<file path="src/rtl/spi_flash_arbiter_if.sv">
// Requester, engine and flash-select signals shared by the SPI flash arbiter.
// The slave modport is the arbiter's view; master is the surrounding system's view.
interface spi_flash_arbiter_if;
  logic       boot_done;
  logic [1:0] req;
  logic [1:0] gnt;
  logic [7:0] m0_tx_byte;
  logic       m0_tx_dv;
  logic [7:0] m1_tx_byte;
  logic       m1_tx_dv;
  logic [1:0] m_tx_ready;
  logic [7:0] rx_byte;
  logic [1:0] rx_dv;
  logic [7:0] eng_tx_byte;
  logic       eng_tx_dv;
  logic       eng_tx_ready;
  logic       eng_rx_dv;
  logic [7:0] eng_rx_byte;
  logic       spi_cs_n;
  logic       timeout_err;

  modport slave (
    input  boot_done, req, m0_tx_byte, m0_tx_dv, m1_tx_byte, m1_tx_dv,
           eng_tx_ready, eng_rx_dv, eng_rx_byte,
    output gnt, m_tx_ready, rx_byte, rx_dv, eng_tx_byte, eng_tx_dv,
           spi_cs_n, timeout_err
  );

  modport master (
    output boot_done, req, m0_tx_byte, m0_tx_dv, m1_tx_byte, m1_tx_dv,
           eng_tx_ready, eng_rx_dv, eng_rx_byte,
    input  gnt, m_tx_ready, rx_byte, rx_dv, eng_tx_byte, eng_tx_dv,
           spi_cs_n, timeout_err
  );
endinterface

</file>
<file path="src/rtl/spi_flash_arbiter.sv">
// Grants whole SPI flash transactions to the boot loader (0) or runtime client (1),
// enforcing CS setup, minimum deselect time and a stall timeout on the owner.
module spi_flash_arbiter #(
    parameter int unsigned CS_SETUP_CYCLES = 2,
    parameter int unsigned CS_HOLD_CYCLES  = 4,
    parameter int unsigned TIMEOUT_CYCLES  = 16'hFFFF
) (
    input logic                  clk,
    input logic                  rst_n,
    spi_flash_arbiter_if.slave   bus
);

    localparam logic [2:0] ST_IDLE  = 3'd0;
    localparam logic [2:0] ST_SETUP = 3'd1;
    localparam logic [2:0] ST_OWN   = 3'd2;
    localparam logic [2:0] ST_DRAIN = 3'd3;
    localparam logic [2:0] ST_HOLD  = 3'd4;

    localparam logic [7:0]  SETUP_LOAD = 8'(CS_SETUP_CYCLES - 1);
    localparam logic [7:0]  HOLD_LOAD  = 8'(CS_HOLD_CYCLES - 1);
    localparam logic [15:0] TO_LAST    = 16'(TIMEOUT_CYCLES - 1);
    localparam bit          TO_EN      = (TIMEOUT_CYCLES != 0);

    logic [2:0]  state;
    logic        owner;
    logic        last_owner;
    logic [1:0]  blocked;
    logic [1:0]  gnt_q;
    logic [7:0]  cnt;
    logic [15:0] to_cnt;
    logic        cs_n_q;
    logic        timeout_q;

    logic [1:0] eligible;
    logic       win_valid;
    logic       winner;
    logic       owner_req;
    logic       owner_dv;
    logic [7:0] owner_byte;
    logic       in_own;
    logic       launch;
    logic       timeout_hit;
    logic       go_hold;
    logic [1:0] owner_mask;

    // NOTE: every always_comb output gets a default first so no path can infer a latch.
    always_comb begin
        eligible  = bus.req & ~blocked;
        win_valid = |eligible;
        winner    = 1'b0;
        if (!bus.boot_done)
            winner = ~eligible[0];
        else if (&eligible)
            winner = ~last_owner;
        else
            winner = eligible[1];
    end

    assign owner_req   = bus.req[owner];
    assign owner_dv    = owner ? bus.m1_tx_dv   : bus.m0_tx_dv;
    assign owner_byte  = owner ? bus.m1_tx_byte : bus.m0_tx_byte;
    assign owner_mask  = owner ? 2'b10 : 2'b01;
    assign in_own      = (state == ST_OWN);
    assign launch      = in_own && owner_dv && owner_req && bus.eng_tx_ready;

    // The counter only advances while the engine is idle, so a long shift never aborts.
    assign timeout_hit = TO_EN && in_own && owner_req && !launch &&
                         bus.eng_tx_ready && (to_cnt == TO_LAST);

    assign go_hold = ((state == ST_SETUP) && !owner_req) ||
                     (in_own && !owner_req && bus.eng_tx_ready) ||
                     ((state == ST_DRAIN) && bus.eng_tx_ready);

    assign bus.eng_tx_dv   = launch;
    assign bus.eng_tx_byte = in_own ? owner_byte : 8'h00;
    assign bus.rx_byte     = bus.eng_rx_byte;
    assign bus.rx_dv       = ((in_own || state == ST_DRAIN) && bus.eng_rx_dv) ? owner_mask : 2'b00;
    assign bus.gnt         = gnt_q;
    assign bus.m_tx_ready  = gnt_q & {2{bus.eng_tx_ready}};
    assign bus.spi_cs_n    = cs_n_q;
    assign bus.timeout_err = timeout_q;

    // NOTE: sequential state uses non-blocking assignments so every register samples pre-edge values.
    always_ff @(posedge clk or negedge rst_n) begin
        if (!rst_n) begin
            state      <= ST_IDLE;
            owner      <= 1'b0;
            last_owner <= 1'b1;
            blocked    <= 2'b00;
            gnt_q      <= 2'b00;
            cnt        <= 8'h00;
            to_cnt     <= 16'h0000;
            cs_n_q     <= 1'b1;
            timeout_q  <= 1'b0;
        end else begin
            timeout_q <= timeout_hit;
            // An aborted requester stays locked out until it releases req.
            blocked   <= (blocked & bus.req) | (timeout_hit ? owner_mask : 2'b00);

            if (go_hold) begin
                state      <= ST_HOLD;
                gnt_q      <= 2'b00;
                cs_n_q     <= 1'b1;
                last_owner <= owner;
                cnt        <= HOLD_LOAD;
            end else begin
                case (state)
                    ST_IDLE: begin
                        if (win_valid) begin
                            owner  <= winner;
                            cs_n_q <= 1'b0;
                            cnt    <= SETUP_LOAD;
                            state  <= ST_SETUP;
                        end
                    end
                    ST_SETUP: begin
                        if (cnt == 8'h00) begin
                            gnt_q  <= owner_mask;
                            to_cnt <= 16'h0000;
                            state  <= ST_OWN;
                        end else begin
                            cnt <= cnt - 8'h01;
                        end
                    end
                    ST_OWN: begin
                        if (!owner_req) begin
                            gnt_q <= 2'b00;
                            state <= ST_DRAIN;
                        end else if (timeout_hit) begin
                            gnt_q <= 2'b00;
                            state <= ST_DRAIN;
                        end else if (launch) begin
                            to_cnt <= 16'h0000;
                        end else if (bus.eng_tx_ready) begin
                            to_cnt <= to_cnt + 16'h0001;
                        end
                    end
                    ST_DRAIN: ;
                    ST_HOLD: begin
                        if (cnt == 8'h00)
                            state <= ST_IDLE;
                        else
                            cnt <= cnt - 8'h01;
                    end
                    default: state <= ST_IDLE;
                endcase
            end
        end
    end

endmodule

</file>
<file path="src/flat_wrapper.sv">
// flat-port wrapper written by rule: the top's interface ports become plain ports
module spi_flash_arbiter_flat 
#(
    parameter int unsigned CS_SETUP_CYCLES = 2,
    parameter int unsigned CS_HOLD_CYCLES  = 4,
    parameter int unsigned TIMEOUT_CYCLES  = 16'hFFFF
)
  (clk, rst_n, bus_boot_done, bus_req, bus_m0_tx_byte, bus_m0_tx_dv, bus_m1_tx_byte, bus_m1_tx_dv, bus_eng_tx_ready, bus_eng_rx_dv, bus_eng_rx_byte, bus_gnt, bus_m_tx_ready, bus_rx_byte, bus_rx_dv, bus_eng_tx_byte, bus_eng_tx_dv, bus_spi_cs_n, bus_timeout_err);
  spi_flash_arbiter_if bus_i ();
  input logic clk;
  input logic rst_n;
  input wire logic [$bits(bus_i.boot_done)-1:0] bus_boot_done;
  input wire logic [$bits(bus_i.req)-1:0] bus_req;
  input wire logic [$bits(bus_i.m0_tx_byte)-1:0] bus_m0_tx_byte;
  input wire logic [$bits(bus_i.m0_tx_dv)-1:0] bus_m0_tx_dv;
  input wire logic [$bits(bus_i.m1_tx_byte)-1:0] bus_m1_tx_byte;
  input wire logic [$bits(bus_i.m1_tx_dv)-1:0] bus_m1_tx_dv;
  input wire logic [$bits(bus_i.eng_tx_ready)-1:0] bus_eng_tx_ready;
  input wire logic [$bits(bus_i.eng_rx_dv)-1:0] bus_eng_rx_dv;
  input wire logic [$bits(bus_i.eng_rx_byte)-1:0] bus_eng_rx_byte;
  output wire logic [$bits(bus_i.gnt)-1:0] bus_gnt;
  output wire logic [$bits(bus_i.m_tx_ready)-1:0] bus_m_tx_ready;
  output wire logic [$bits(bus_i.rx_byte)-1:0] bus_rx_byte;
  output wire logic [$bits(bus_i.rx_dv)-1:0] bus_rx_dv;
  output wire logic [$bits(bus_i.eng_tx_byte)-1:0] bus_eng_tx_byte;
  output wire logic [$bits(bus_i.eng_tx_dv)-1:0] bus_eng_tx_dv;
  output wire logic [$bits(bus_i.spi_cs_n)-1:0] bus_spi_cs_n;
  output wire logic [$bits(bus_i.timeout_err)-1:0] bus_timeout_err;
  assign bus_i.boot_done = bus_boot_done;
  assign bus_i.req = bus_req;
  assign bus_i.m0_tx_byte = bus_m0_tx_byte;
  assign bus_i.m0_tx_dv = bus_m0_tx_dv;
  assign bus_i.m1_tx_byte = bus_m1_tx_byte;
  assign bus_i.m1_tx_dv = bus_m1_tx_dv;
  assign bus_i.eng_tx_ready = bus_eng_tx_ready;
  assign bus_i.eng_rx_dv = bus_eng_rx_dv;
  assign bus_i.eng_rx_byte = bus_eng_rx_byte;
  assign bus_gnt = bus_i.gnt;
  assign bus_m_tx_ready = bus_i.m_tx_ready;
  assign bus_rx_byte = bus_i.rx_byte;
  assign bus_rx_dv = bus_i.rx_dv;
  assign bus_eng_tx_byte = bus_i.eng_tx_byte;
  assign bus_eng_tx_dv = bus_i.eng_tx_dv;
  assign bus_spi_cs_n = bus_i.spi_cs_n;
  assign bus_timeout_err = bus_i.timeout_err;
  spi_flash_arbiter #(.CS_SETUP_CYCLES(CS_SETUP_CYCLES), .CS_HOLD_CYCLES(CS_HOLD_CYCLES), .TIMEOUT_CYCLES(TIMEOUT_CYCLES)) u_core (.clk(clk), .rst_n(rst_n), .bus(bus_i));
endmodule
</file>
<file path="config.mk">
export PLATFORM = sky130hd
export DESIGN_NAME = spi_flash_arbiter_flat
export DESIGN_NICKNAME = d
export VERILOG_FILES = /design/src/rtl/spi_flash_arbiter_if.sv /design/src/rtl/spi_flash_arbiter.sv /design/src/flat_wrapper.sv
export SDC_FILE = /design/constraint.sdc
export NUM_CORES = 1
export LEC_CHECK = 0
export CORE_ASPECT_RATIO = 0.8
export CORE_MARGIN = 2
export CORE_UTILIZATION = 40
export CTS_CLUSTER_DIAMETER = 40
export DETAILED_ROUTE_END_ITERATION = 10
export PLACE_DENSITY = 0.76
export SYNTH_ARGS = -nofsm -noshare
export SYNTH_HDL_FRONTEND = slang
export SYNTH_SLANG_ARGS = --single-unit
</file>
<file path="constraint.sdc">
create_clock -name clk -period 2.9 [get_ports clk]
set_input_delay 0.58 -clock clk [delete_from_list [all_inputs] [get_ports clk]]
set_output_delay 0.58 -clock clk [all_outputs]
set_load 0.005 [all_outputs]
</file>
==> results of run 1 <==
==> per-layer routing <==
layer  vias up  routed length [um]  track usage [%]
li1       1097                   -                -
met1      1074                2770             24.3
met2        55                2610             28.7
met3         9                 263             3.44
met4         0                  85             5.97
met5         -                   0                0
==> area by class of cell <==
type	instances	area share, %
Sequential cell	35	29.0
Multi-Input combinational cell	208	46.5
Inverter	9	1.12
Clock buffer	7	3.19
Clock inverter	1	0.248
Timing Repair Buffer	53	16.5
Tap cell	81	3.35
==> worst max-delay path: stages <==
cell and delay [ns]:
clkdlybuf4s50_1 0.58, mux2i_2 0.16, nor4_1 0.27, clkdlybuf4s50_1 0.57
==> state kept, by name, summed over array words and instances, names as in the netlist <==
signal	cells
u_core.cnt	8
u_core.to_cnt	16
u_core.owner	1
u_core.last_owner	1
u_core.state	3
u_core.bus.gnt	2
u_core.bus.spi_cs_n	1
u_core.blocked	2
u_core.bus.timeout_err	1
==> final timing paths <==
check                                    start                endpoint  depth (start not counted)
min reg2reg                u_core.bus.spi_cs_n     u_core.bus.spi_cs_n                          2
min                        u_core.bus.spi_cs_n     u_core.bus.spi_cs_n                          2
min in group asynchronous                rst_n  u_core.bus.timeout_err                          2
max                                 bus_req[1]           bus_eng_tx_dv                          4
max in group asynchronous                rst_n     u_core.bus.spi_cs_n                          2
max reg2reg                      u_core.cnt[0]        u_core.to_cnt[4]                          7
==> metrics by stage <==
| stage | worst slack, ns | TNS (ns) | cells | util [%] | total power (W) |
|---|---|---|---|---|---|
| floorplan | 0.719 | 0 | 277 | - | 0.00145 |
| global placement | 0.111 | 0 | 386 | 49.1 | 0.00174 |
| detailed placement | -0.0116 | -0.0200 | 386 | 49.1 | 0.00176 |
| CTS | 0.157 | 0 | 394 | 50.9 | 0.00218 |
| global route | 0.0359 | 0 | 394 | 50.9 | 0.00234 |
| finish | 0.162 | 0 | 394 | 50.9 | 0.00217 |
==> Yosys cell counts (all sizes together) (2+ instances only) <==
| library cell | n |
|---|---|
| buf | 16 |
| a211o | 2 |
| nor4 | 5 |
| mux2 | 2 |
| o21ai | 18 |
| a32o | 2 |
| or3 | 3 |
| nand2 | 22 |
| mux2i | 13 |
| or2 | 2 |
| nand2b | 4 |
| a211oi | 3 |
| nor3 | 5 |
| a31oi | 4 |
| ha | 4 |
| dfrtp | 33 |
| a22o | 2 |
| o2111ai | 2 |
| o31ai | 24 |
| inv | 9 |
| or4 | 2 |
| nor2 | 28 |
| and2 | 3 |
| nand3 | 11 |
| a21oi | 4 |
| o41ai | 2 |
| dfstp | 2 |
| nor3b | 2 |
| o31a | 4 |
| clkbuf | 9 |
| and3 | 5 |
| nor2b | 7 |
| nand4 | 7 |
==> power by group through the flow <==
stage               logic (W)  clock network [W]  registers, W
CTS                   0.00108           0.000416      0.000679
finish                0.00108           0.000406      0.000681
detailed placement    0.00107                  0      0.000689
global route          0.00121           0.000435      0.000696
global placement      0.00106                  0      0.000683
floorplan            0.000792                  0      0.000662
==> cell families after synthesis <==
| group | after synthesis | synth area share, % |
|---|---|---|
| compound gates | 77 | 24.2 |
| simple gates | 111 | 24.1 |
| flops | 35 | 35.6 |
| mux | 15 | 6.34 |
| fa+ha+maj | 4 | 2.03 |
| xor+xnor | 1 | 0.355 |
| buf+inv | 34 | 7.36 |
==> impl_metrics.py, run 1 <==
metrics = {
    "global_routing": {
        "grt_overflow": 0,
        "grt_usage_pct": 17.7,
        "grt_max_degree": 36,
        "grt_pass1_wl_mm": 9.83,
        "grt_pass1_vias": 2062,
        "antenna_found_initial": 0,
    },
    "final_layout": {
        "seq_area_um2": 878,
        "syn_to_final_growth_pct": 22.6,
        "mostFrequentLayoutCell": "clkdlybuf4s50_1",
        "drive_gt1_share_pct": 12.8,
        "layout_common_cells": "clkdlybuf4s50_1, dfrtp_1, nor2_1",
        "n_antenna_cell": 0,
        "multi_input_area_mm2": 0.00141,
        "fillers": 537,
        "fin_nets": 349,
        "final_area_mm2": 0.00302,
    },
    "clock_tree": {
        "clk_pin_slew_ns": 0.08,
        "cts_resized": 0,
        "cts_tree": "built",
        "numClockSinks": 35,
        "cts_buffers": 5,
        "clockRootBuffer": "clkbuf_8",
        "hold_buffers": 0,
        "clock_path_buffers": 2,
        "clk-insertion-delay-late_ns": 0.29,
        "postCtsSetupRepairBufs": 0,
        "cts_htree_levels": 2,
    },
    "synth": {
        "synth_top_area_cell": "dfrtp_1",
        "ys_seq_elements": 35,
        "ys_seq_area_share_pct": 35.6,
        "synth_area_mm2": 0.00247,
        "ys_top_cells_by_area": "dfrtp_1, o31ai_1, mux2i_1, nor2_1, o21ai_0",
        "synth_enable_flop_cells": 0,
        "syn_area_per_cell_um2": 8.90,
        "yosysTopAreaCellShare_pct": 33.5,
        "syn_inst": 277,
        "ys_types": 58,
        "ys.flop_type": "dfrtp_1",
        "synth_fp_nets": 314,
        "synthArstFlopShare_pct": 100,
        "ys.warnings.count": 0,
    },
    "drt": {
        "wl_per_cell_um": 14.6,
        "drt_iter0_drc": 112,
        "postRouteAntennaNets": 0,
        "viasPerCell": 5.67,
        "drt-pass1-iter-count": 4,
        "num_vias": 2235,
        "drt_wl_total_mm": 5.73,
        "drc": 0,
    },
    "power_and_ir_drop": {
        "clkPwrFrac_pct": 18.7,
        "power_frac_seq_pct": 31.4,
        "intPower_w": 0.00129,
        "power.density_mw_per_mm2": 718,
        "comb_power_share_pct": 50.0,
        "p_switching_w": 0.000882,
        "p_leak_nw": 1.23,
        "ir_worst_vdd_mv": 0.234,
        "switching_share_pct": 40.6,
    },
    "place": {
        "portBuffers": 41,
        "dpl.hpwl_mm": 4.14,
        "place_congestion": 0.825,
        "placed_area_mm2": 0.00292,
    },
    "timing": {
        "finClkSkew_ns": 0.00752,
        "finalCritPeriodShare_pct": 94.4,
        "rsz0062_at_grt": "false",
        "setup_viol": 0,
        "slew_headroom_pct": 51.2,
        "clock.fmax_ghz": 0.365,
        "hold_slack_ns": 0.491,
        "tightestPinTransition_ns": 0.726,
        "final-hold-violation-count": 0,
        "slew_viol_final": 0,
        "fin_crit_ns": 2.74,
    },
    "run_status": {
        "status": "completed",
    },
    "die": {
        "core_area_mm2": 0.00594,
        "die_h_um": 74.2,
        "dieArea_mm2": 0.00681,
        "floorplan.initialDensity_pct": 41.5,
        "ios": 58,
        "die_w_um": 91.8,
        "fp-row-count": 25,
    },
    "worst_setup_path": {
        "r2r_slack_ns": 0.37,
        "worstSetupPathType": "input pin to output pin",
        "worst-endpoint-required_ns": 2.32,
        "end_kind": "output pin",
        "cp_max_fo": 7,
        "arrival_ns": 2.16,
        "crit_path_start_kind": "input pin",
    },
    "run": {
        "cap_violations": 0,
    },
    "worst_hold_path": {
        "hp-class": "flip-flop to flip-flop",
    },
}
No activity file was read; power rests on OpenSTA's default activity.
==> run 2, diff against run 1 <==
--- a/config.mk
+++ b/config.mk
@@ -5,12 +5,13 @@
 export SDC_FILE = /design/constraint.sdc
 export NUM_CORES = 1
 export LEC_CHECK = 0
+export CAP_MARGIN = 10
 export CORE_ASPECT_RATIO = 0.8
 export CORE_MARGIN = 2
 export CORE_UTILIZATION = 40
 export CTS_CLUSTER_DIAMETER = 40
 export DETAILED_ROUTE_END_ITERATION = 10
-export PLACE_DENSITY = 0.76
+export PLACE_DENSITY = 0.71
 export SYNTH_ARGS = -nofsm -noshare
 export SYNTH_HDL_FRONTEND = slang
 export SYNTH_SLANG_ARGS = --single-unit
==> constraint.sdc (replaced) <==
create_clock -name clk -period 2.8 [get_ports clk]
set_input_delay 0.56 -clock clk [delete_from_list [all_inputs] [get_ports clk]]
set_output_delay 0.56 -clock clk [all_outputs]
set_load 0.005 [all_outputs]
==> impl_metrics.py, run 2 (same netlist as run 1, synthesis figures left out) <==
metrics = {
    "timing": {
        "rsz0062_at_grt": "false",
        "tightestPinTransition_ns": 0.682,
        "finalCritPeriodShare_pct": 95.9,
        "fin_crit_ns": 2.68,
        "finClkSkew_ns": 0.00784,
        "slew_viol_final": 0,
        "setup_viol": 0,
        "clock.fmax_ghz": 0.373,
        "final-hold-violation-count": 0,
        "hold_slack_ns": 0.486,
        "slew_headroom_pct": 54.3,
        "fin_setup_tns_ns": 0,
    },
    "clock_tree": {
        "clk_pin_slew_ns": 0.08,
        "cts_tree": "built",
        "clk-insertion-delay-late_ns": 0.29,
        "clockRootBuffer": "clkbuf_8",
        "cts_htree_levels": 2,
        "numClockSinks": 35,
        "cts_buffers": 5,
        "clock_path_buffers": 2,
        "postCtsSetupRepairBufs": 0,
    },
    "final_layout": {
        "drive_gt1_share_pct": 13.4,
        "mostFrequentLayoutCell": "clkdlybuf4s50_1",
        "layout_common_cells": "clkdlybuf4s50_1, dfrtp_1, nor2_1",
        "largest_reg_flops": 16,
        "fin_nets": 350,
        "largest-register": "u_core.to_cnt",
        "fillers": 563,
        "syn_to_final_growth_pct": 23.2,
        "reg.largest.list": "u_core.to_cnt: 16 flops, u_core.cnt: 8 flops, u_core.state: 3 flops",
        "n_antenna_cell": 0,
    },
    "power_and_ir_drop": {
        "ir_worst_vdd_mv": 0.340,
        "power_w": 0.00226,
        "p_leak_nw": 1.24,
        "power.density_mw_per_mm2": 744,
    },
    "drt": {
        "num_vias": 2246,
        "drt-pass1-iter-count": 4,
        "postRouteAntennaNets": 0,
        "drc": 0,
        "drt_iter0_drc": 91,
        "viasPerCell": 5.69,
        "drt_wl_total_mm": 5.92,
        "wl_per_cell_um": 15.0,
    },
    "worst_setup_path": {
        "r2r_slack_ns": 0.42,
        "worstSetupPathType": "input pin to output pin",
        "r2r_end": "u_core.cnt[3]",
        "slowest_stage": "clkdlybuf4s50_1",
        "worst-endpoint-required_ns": 2.24,
        "max_stage_delay_ns": 0.57,
        "reg2reg_depth": 8,
        "crit_buf_inv": 2,
        "crit_family": "buffers and inverters",
        "crit_path_start_kind": "input pin",
        "end_kind": "output pin",
        "path_common_cell": "clkdlybuf4s50_1",
        "cp_max_fo": 7,
        "crit_end": "bus_eng_tx_dv",
        "arrival_ns": 2.12,
        "cp.depth": 4,
        "r2r-start": "u_core.cnt[0]",
        "crit_path_start": "bus_req[0]",
        "crit_chain": "clkdlybuf4s50_1 -> mux2i_2 -> nor4_2 -> clkdlybuf4s50_1",
    },
    "die": {
        "floorplan.initialDensity_pct": 41.5,
        "die_w_um": 91.8,
        "fp-row-count": 25,
        "dieArea_mm2": 0.00681,
        "die_h_um": 74.2,
        "core_area_mm2": 0.00594,
        "ios": 58,
    },
    "global_routing": {
        "grt_usage_pct": 19.0,
        "grt_max_degree": 36,
        "grt_pass1_wl_mm": 10.5,
        "grt_overflow": 0,
        "grt_pass1_vias": 2230,
        "antenna_found_initial": 0,
    },
    "run_status": {
        "status": "completed",
    },
    "place": {
        "portBuffers": 41,
        "place_congestion": 0.803,
        "dpl.hpwl_mm": 4.34,
    },
    "run": {
        "cap_violations": 0,
    },
    "worst_hold_path": {
        "hp-class": "flip-flop to flip-flop",
    },
}
## run 2: changes by cell type in the layout (fill, tap and decap cells not counted), sizes merged
cell  delta
buf      +1
## run 2: worst min-delay path by stage
stage | from | to | slack (ns) | cells past startpoint
after global placement | u_core.bus.spi_cs_n | u_core.bus.spi_cs_n | 0.46 | 2
after floorplan | rst_n | u_core.blocked[0] | 0.26 | 0
final | u_core.bus.spi_cs_n | u_core.bus.spi_cs_n | 0.49 | 2
after CTS | u_core.bus.spi_cs_n | u_core.bus.spi_cs_n | 0.49 | 2
after global routing | u_core.to_cnt[15] | u_core.to_cnt[15] | 0.52 | 1
after detailed placement | u_core.bus.spi_cs_n | u_core.bus.spi_cs_n | 0.48 | 2
## run 2: metal layers
layer  GRT usage, %  vias up  wire length [um]
met4           5.47        0                55
met1           25.8     1083              2880
met5              0        -                 0
met3           4.05        8               250
met2           31.2       55              2740
li1               -     1100                 -
## run 2: repair_timing
item                       in CTS  in global routing
setup endpoints to repair       0                  1
hold buffers                    0                  0
gates resized for setup         0                  1
## run 2: through the flow
stage	std cells	util (%)	setup WS (ns)	instance area [um2]
final	395	51.1	0.116	3040
after global routing	395	51.1	0.0432	3040
after CTS	395	51.0	0.103	3030
after detailed placement	387	49.3	0.0768	2930
after global placement	387	49.3	0.175	2930
after floorplan	277	-	0.619	2470
## run 2: area by class of cell
cell class / count / area (um2) / share of cell area (%)
Clock buffer: 7 / 96.3 / 3.17
Sequential cell: 35 / 878 / 28.9
Inverter: 9 / 33.8 / 1.11
Clock inverter: 1 / 7.51 / 0.247
Tap cell: 81 / 101 / 3.34
Multi-Input combinational cell: 208 / 1410 / 46.5
Timing Repair Buffer: 54 / 508 / 16.7
## run 2: report_power, final
group	switching, W	total, W	leakage, nW	internal, W
sequential	0.0000843	0.000690	0.471	0.000606
combinational	0.000641	0.00115	0.717	0.000512
clock	0.000193	0.000417	0.0505	0.000224
## run 2: tightest hold or removal path, stage by stage, from the launching register on
cell and delay, ns:
dfstp_2 0.37, inv_1 0.05, a21boi_0 0.07
==> run 3, diff against run 2 <==
--- a/config.mk
+++ b/config.mk
@@ -5,7 +5,6 @@
 export SDC_FILE = /design/constraint.sdc
 export NUM_CORES = 1
 export LEC_CHECK = 0
-export CAP_MARGIN = 10
 export CORE_ASPECT_RATIO = 0.8
 export CORE_MARGIN = 2
 export CORE_UTILIZATION = 40
==> constraint.sdc (replaced) <==
create_clock -name clk -period 2.5 [get_ports clk]
set_input_delay 0.5 -clock clk [delete_from_list [all_inputs] [get_ports clk]]
set_output_delay 0.5 -clock clk [all_outputs]
set_load 0.005 [all_outputs]
==> impl_metrics.py, run 3 (same netlist as run 1, synthesis figures left out) <==
metrics = {
    "die": {
        "dieArea_mm2": 0.00681,
        "core_area_mm2": 0.00594,
        "floorplan.initialDensity_pct": 41.5,
        "die_h_um": 74.2,
        "ios": 58,
        "die_w_um": 91.8,
        "fp-row-count": 25,
    },
    "clock_tree": {
        "clock_path_buffers": 2,
        "hold_buffers": 0,
        "cts_htree_levels": 2,
        "clk-insertion-delay-late_ns": 0.29,
        "cts_tree": "built",
        "clk_pin_slew_ns": 0.07,
        "clockRootBuffer": "clkbuf_8",
        "numClockSinks": 35,
        "cts_buffers": 5,
    },
    "timing": {
        "setup_viol": 0,
        "finalCritPeriodShare_pct": 96.6,
        "hold_slack_ns": 0.478,
        "rsz0062_at_grt": "false",
        "tightestPinTransition_ns": 0.449,
        "final-hold-violation-count": 0,
        "slew_viol_final": 0,
        "finClkSkew_ns": 0.00589,
        "fin_setup_tns_ns": 0,
        "fin_crit_ns": 2.42,
        "slew_headroom_pct": 70.1,
        "clock.fmax_ghz": 0.414,
    },
    "run_status": {
        "status": "completed",
    },
    "final_layout": {
        "syn_to_final_growth_pct": 26.9,
        "final_area_mm2": 0.00313,
        "n_antenna_cell": 0,
        "reg.largest.list": "u_core.to_cnt: 16 flops, u_core.cnt: 8 flops, u_core.state: 3 flops",
        "instances_no_fill": 407,
        "fin_nets": 362,
        "largest_reg_flops": 16,
        "mostFrequentLayoutCell": "clkdlybuf4s50_1",
        "multi_input_area_mm2": 0.00142,
        "drive_gt1_share_pct": 16.9,
        "seq_area_um2": 878,
        "fillers": 578,
        "layout_common_cells": "clkdlybuf4s50_1, dfrtp_1, nor2_1",
        "largest-register": "u_core.to_cnt",
    },
    "drt": {
        "drt_wl_total_mm": 6.00,
        "viasPerCell": 5.61,
        "postRouteAntennaNets": 0,
        "num_vias": 2284,
        "routed.top_layer": "met4",
        "drc": 0,
        "wl_met3_um": 236,
        "dr_wl_met2_mm": 2.87,
        "wl_per_cell_um": 14.7,
        "drt-pass1-iter-count": 5,
        "drt-met1-wl_mm": 2.87,
        "drt_iter0_drc": 103,
    },
    "power_and_ir_drop": {
        "clkPwrFrac_pct": 17.6,
        "p_switching_w": 0.00105,
        "power.density_mw_per_mm2": 832,
        "intPower_w": 0.00156,
        "ir_worst_vdd_mv": 0.284,
        "p_leak_nw": 1.30,
        "comb_power_share_pct": 52.7,
        "switching_share_pct": 40.1,
        "power_frac_seq_pct": 29.7,
    },
    "global_routing": {
        "antenna_found_initial": 0,
        "grt_pass1_vias": 2209,
        "grt_pass1_wl_mm": 10.4,
        "grt_max_degree": 36,
        "grt_usage_pct": 18.5,
        "grt_overflow": 0,
    },
    "worst_setup_path": {
        "crit_buf_inv": 2,
        "worst-endpoint-required_ns": 2.00,
        "cp_max_fo": 10,
        "arrival_ns": 1.92,
        "crit_family": "buffers and inverters",
        "crit_path_start_kind": "flip-flop",
        "worstSetupPathType": "flip-flop to output pin",
        "end_kind": "output pin",
        "crit_chain": "or3b_4 -> buf_4 -> nor2_1 -> clkdlybuf4s50_1",
        "max_stage_delay_ns": 0.51,
        "slowest_stage": "clkdlybuf4s50_1",
    },
    "place": {
        "dpl.hpwl_mm": 4.36,
        "place_congestion": 0.867,
        "placedCellCount": 398,
        "portBuffers": 41,
        "placed_area_mm2": 0.00301,
    },
    "run": {
        "cap_violations": 0,
    },
    "worst_hold_path": {
        "hp-class": "flip-flop to flip-flop",
    },
}
==> run 3: timing repair <==
action / 4_1_cts / 5_1_grt
buffers inserted: 0 / 1
cloned: 0 / 0
setup endpoints to repair: 1 / 7
gates resized for setup: 1 / 3
==> run 3: layout make-up <==
cell class              instances  share of cell area, %
clock buffers                   8                   3.20
inverters                       9                   1.08
multi-input cells             208                   45.3
flip-flops and latches         35                   28.1
well taps                      81                   3.24
repair buffers                 66                   19.1
==> run 3: stage by stage <==
step / utilization (%) / worst slack [ns] / power, W
finish: 52.7 / 0.0838 / 0.00260
global placement: 50.7 / -0.0260 / 0.00210
CTS: 52.3 / 0.0526 / 0.00259
floorplan: - / 0.319 / 0.00169
detailed placement: 50.7 / -0.111 / 0.00212
global route: 52.7 / 0.00537 / 0.00280
==> run 3: power groups by stage <==
stage | clock network, W | logic [W] | registers, W
5_1_grt | 0.000493 | 0.00152 | 0.000787
3_5_place_dp | 0 | 0.00134 | 0.000784
4_1_cts | 0.000468 | 0.00135 | 0.000773
2_1_floorplan | 0 | 0.000919 | 0.000768
3_3_place_gp | 0 | 0.00132 | 0.000779
6_report | 0.000458 | 0.00137 | 0.000774
==> run 3: tightest hold or removal path, cell delays in order (launching register included) <==
cell and delay [ns]:
dfstp_2 0.37, inv_1 0.04, a21boi_0 0.07
==> run 3: final timing paths <==
kind	from	endpoint	slack, ns	depth (start not counted)
min in group asynchronous	rst_n	u_core.owner	0.63	2
min reg2reg	u_core.bus.spi_cs_n	u_core.bus.spi_cs_n	0.48	2
max in group asynchronous	rst_n	u_core.last_owner	1.54	2
max reg2reg	u_core.cnt[0]	u_core.to_cnt[11]	0.18	8
max	u_core.state[0]	bus_eng_tx_byte[1]	0.08	4
min	u_core.bus.spi_cs_n	u_core.bus.spi_cs_n	0.48	2
==> run 3: layer usage <==
metal | GRT usage, % | up-vias
met4 | 2.82 | 0
met1 | 25.6 | 1107
li1 | - | 1125
met5 | 0 | -
met3 | 3.55 | 4
met2 | 31.5 | 48
